**src/rtl/inst_fetch.sv**
```systemverilog
// inst_fetch: byte-serial instruction fetch stage feeding the IF/ID register
module inst_fetch #(
  parameter logic [31:0] RESET_PC = 32'h0000_0000
) (
  input  logic        clk,
  input  logic        rst,
  input  logic        stall_i,
  input  logic        branch_flag_i,
  input  logic [31:0] branch_target_i,
  input  logic        mem_grant_i,
  input  logic [7:0]  mem_din_i,
  output logic        mem_rd_o,
  output logic [31:0] mem_addr_o,
  output logic        inst_valid_o,
  output logic [31:0] inst_o,
  output logic [31:0] pc_o
);
  localparam logic [2:0] REQ = 3'd0, B1 = 3'd1, B2 = 3'd2, B3 = 3'd3, B4 = 3'd4, DONE = 3'd5;
  logic [2:0]  state;
  logic [2:0]  state_nxt;
  logic [31:0] pc;
  logic [23:0] byte_buf;
  always_comb begin
    state_nxt = state == REQ ? (mem_grant_i ? B1 : REQ) : state == DONE ? (stall_i ? DONE : REQ) : state + 3'd1;
  end
  assign mem_rd_o   = rst && state <= B3;
  assign mem_addr_o = !rst ? RESET_PC : pc + {30'd0, state <= B3 ? state[1:0] : 2'd0};
  always_ff @(posedge clk) begin
    if (!rst) begin
      state        <= REQ;
      pc           <= RESET_PC;
      byte_buf     <= '0;
      inst_o       <= '0;
      pc_o         <= '0;
      inst_valid_o <= 1'b0;
    end else if (branch_flag_i) begin
      state        <= REQ;
      pc           <= branch_target_i & ~32'd3;
      inst_valid_o <= 1'b0;
    end else begin
      state <= state_nxt;
      if (state == B1) byte_buf[7:0] <= mem_din_i;
      if (state == B2) byte_buf[15:8] <= mem_din_i;
      if (state == B3) byte_buf[23:16] <= mem_din_i;
      if (state == B4) begin
        inst_o       <= {mem_din_i, byte_buf};
        pc_o         <= pc;
        inst_valid_o <= 1'b1;
      end
      if (state == DONE && !stall_i) begin
        pc           <= pc + 32'd4;
        inst_valid_o <= 1'b0;
      end
    end
  end
endmodule

```
**config.mk**
```make
export PLATFORM = sky130hd
export DESIGN_NAME = inst_fetch
export DESIGN_NICKNAME = d
export VERILOG_FILES = /design/src/rtl/inst_fetch.sv
export SDC_FILE = /design/constraint.sdc
export NUM_CORES = 1
export LEC_CHECK = 0
export ABC_AREA = 1
export CAP_MARGIN = 5
export CORE_MARGIN = 3
export CORE_UTILIZATION = 32
export CTS_CLUSTER_SIZE = 12
export DETAILED_ROUTE_END_ITERATION = 8
export PLACE_DENSITY = 0.57
export SYNTH_ARGS = -nofsm -noshare
export SYNTH_HDL_FRONTEND = slang
export SYNTH_SLANG_ARGS = --single-unit
```
**constraint.sdc**
```tcl
create_clock -name clk -period 1.8 [get_ports clk]
set_input_delay 0.27 -clock clk [delete_from_list [all_inputs] [get_ports clk]]
set_output_delay 0.27 -clock clk [all_outputs]
set_load 0.005 [all_outputs]
```
==> impl_results.md <==
- Routed WL: roughly 16 mm
- DP HPWL: 11.8 mm
- Root buffer cell: clkbuf_16
- Multi-input gate area: roughly 2600 µm²
- Syn avg cell area: between 6 and 7 µm²
- TritonCTS buffer count: 17
- Port Buffer Count: between 100 and 150
- Via count: about 5,600
- DR vias/cell: about 4.5
- Final Hold Fails: 0
- Setup Skew: approximately 8 ps
- Mapped cell area: between 5000 and 6000 µm²
- Total GRT Usage: 0.168
- Commonest cells post-synth: nand2_1 (174), nor2_1 (144), inv_1 (134), dfxtp_1 (120), o21ai_0 (112)
- CP endpoint kind: output port
- Status: complete, no violations
- Starting density of the core: 0.333
- Mapped Cells: about 860
- Area leader, netlist: dfxtp_1
- P per Cell Area: 848 nW/µm²
- Class of the worst hold path: in -> reg
- R2r setup slk: 200 ps
- Crit Reg-Reg Endpoint: pc[24]
- Max Freq: approximately 0.57 GHz
- Horiz. Die Dim: ~140 µm
- DRC violations left: 0
- Diode count: 0
- WHS Endpoint: pc_o[12]
- Clk buf depth: 2
- H-tree depth: 4
- R2R depth: 11
- Core footprint: 16,800 µm²
- Area of placed instances: between 7000 and 8000 µm²
- Hold path depth: 3
- Leak: about 0.0033 µW
- Vias in the first global route: about 5,200
- Setup TNS: 0 ps
- Sequential-to-total area share from yosys stat: 0.429
- Cell area after layout: between 8000 and 9000 µm²
- Die H: ~140 µm
- Cell variety after synth: 26
- Fill cell count: 1,786
- Die ar.: roughly 19,000 µm²
- Worst EP arrival: about 1500 ps
- Fin crit period: 1760 ps
- Final setup violation count: 0
- Antenna violations before repair: 0
- CTS tree: built
- Ys Warns: 0
- Reg2reg start: pc[3]
- GPL Wtd Cong: about 0.83
- Storage element area: roughly 2500 µm²
- Unrepaired setup endpoints after global routing: yes
- Maximum Capacitance Violations: 0
- First-pass GRT wire length: 26.4 mm
- Rows: between 40 and 50
- Area Growth Syn to Fin: 45.2%
- DRT antenna net count: 0
- Ranking of synthesized cells by area: dfxtp_1 (43%), nand2_1 (12%), o21ai_0 (10%), nor2_1 (9.7%), inv_1 (9.0%)
- Drt pass-1 iters: 5
- Pins over their slew limit: 0
- Largest net degree at the start of global routing: 54
- FF+latch count, synth: 120
- Peak VDD IR: 628 µV
- CP Max Fanout: 4
- Io pins: approximately 140
- Avg WL per Cell: 12.8 µm
- Top cell type's share of synthesized area: 0.429
- 1st-iter DRT viols: between 300 and 400
- Setup Crit Path Kind: reg -> out
- Tcrit/Tclk final: 0.977
- Layout cell share with drive strength beyond 1: 0.123
- Top-count cell post-synth: nand2_1
- CP startpoint kind: flop
- Clk sink count: 120
- Worst skew pair latency: ~420 ps
- Total grt overflow: 0
- Hold_sp: rst
- Final layout net count: 1,061
- Critical Path Start: pc[10]
- Number of flops mapped to enable cells by yosys: 0
- Clock transition at the registers of the reported paths: about 60 ps
- Required @ worst endpoint: 1530 ps
- Ys flop type: dfxtp_1
- Async set or reset register ratio after synthesis: 0
## cells in the final DEF (no fill, tap or decap), types with 2 or more instances in the layout
cell / synthesis / routed
a32oi_1: 2 / 2
xnor2_1: 3 / 3
inv_1: 134 / 131
clkinvlp_4: 0 / 4
nor2_2: 8 / 12
dlymetal6s2s_1: 0 / 4
bufinv_16: 0 / 3
o21ai_0: 112 / 112
clkinv_4: 0 / 3
nor2_1: 144 / 140
conb_1: 1 / 2
dfxtp_1: 120 / 90
inv_2: 2 / 5
inv_6: 0 / 5
buf_12: 0 / 6
nand2_2: 2 / 4
nand4_1: 2 / 2
dfxtp_4: 0 / 8
a21oi_1: 73 / 72
dfxtp_2: 0 / 22
nand3_1: 37 / 36
nand2_1: 174 / 172
buf_2: 5 / 3
clkbuf_16: 0 / 17
clkdlybuf4s50_1: 0 / 130
buf_4: 2 / 28
## logic make-up (layout without fill, tap and decap cells)
kind of cell               count (synthesis)  in the layout  synth area share
DFF                                      120            120             0.429
adders and majority gates                  2              2           0.00447
and+or+nand+nor                          370            370             0.264
other                                      1              2          0.000670
AOI/OAI and AO/OA                        190            190             0.174
xor gates and xnor gates                   3              3           0.00470
buffers and inverters                    175            340             0.123
## per-layer routing
| layer | global-route usage | vias to the layer above | wire length, µm |
|---|---|---|---|
| li1 | - | 2994 | - |
| met1 | 0.221 | 2392 | 7560 |
| met2 | 0.278 | 149 | 7620 |
| met3 | 0.0380 | 15 | 660 |
| met4 | 0.0463 | 0 | 171 |
| met5 | 0 | - | 0 |
## worst max-delay path, stage by stage (launching register included)
cell and delay [ps]:
dfxtp_2 320, buf_4 120, nand2_1 70, inv_1 70, clkdlybuf4s50_1 500
## state kept, by name, summed over array words and instances (netlist names)
register	count
inst_o	32
pc	30
pc_o	30
byte_buf	24
state	3
inst_valid_o	1
## area by class of cell
type | instances | share of cell area
timing repair buffer | 172 | 0.210
clock inverter | 15 | 0.0234
clock buffer | 17 | 0.0524
multi-input combinational | 567 | 0.315
inverter | 136 | 0.0628
sequential | 120 | 0.303
tap | 220 | 0.0339
## power by group
| part | switching, µW | internal, µW | leakage, µW |
|---|---|---|---|
| sequential | 82.2 | 2720 | 0.000986 |
| clock | 1320 | 2200 | 0.000287 |
| combinational | 291 | 271 | 0.00201 |
| total | 1690 | 5190 | 0.00329 |
## per-stage QoR
| step | setup WS, ps | util | hold WS (ps) | total power, µW | cells |
|---|---|---|---|---|---|
| 2_1_floorplan | 206 | - | 420 | 3120 | 862 |
| 6_report | 40.5 | 0.483 | 184 | 6890 | 1247 |
| 5_1_grt | -21.1 | 0.483 | 199 | 7180 | 1247 |
| 4_1_cts | 1.05 | 0.478 | 175 | 6960 | 1245 |
| 3_5_place_dp | 77.8 | 0.440 | 434 | 3420 | 1213 |
| 3_3_place_gp | 92.7 | 0.440 | 430 | 3420 | 1213 |
## what timing repair did
| action | 4_1_cts | 5_1_grt |
|---|---|---|
| resized for setup | 28 | 37 |
| pin swaps | 0 | 3 |
| setup endpoints to repair | 22 | 29 |
| setup buffers | 0 | 2 |
| hold buffers | 0 | 0 |
## worst max-delay path by stage
stage	endpoint	depth (start not counted)
global placement	mem_addr_o[1]	8
floorplan	pc[26]	10
finish	mem_addr_o[10]	4
global route	mem_addr_o[1]	8
detailed placement	mem_addr_o[1]	8
CTS	mem_addr_o[22]	3
(Power assumes the default switching activity.)
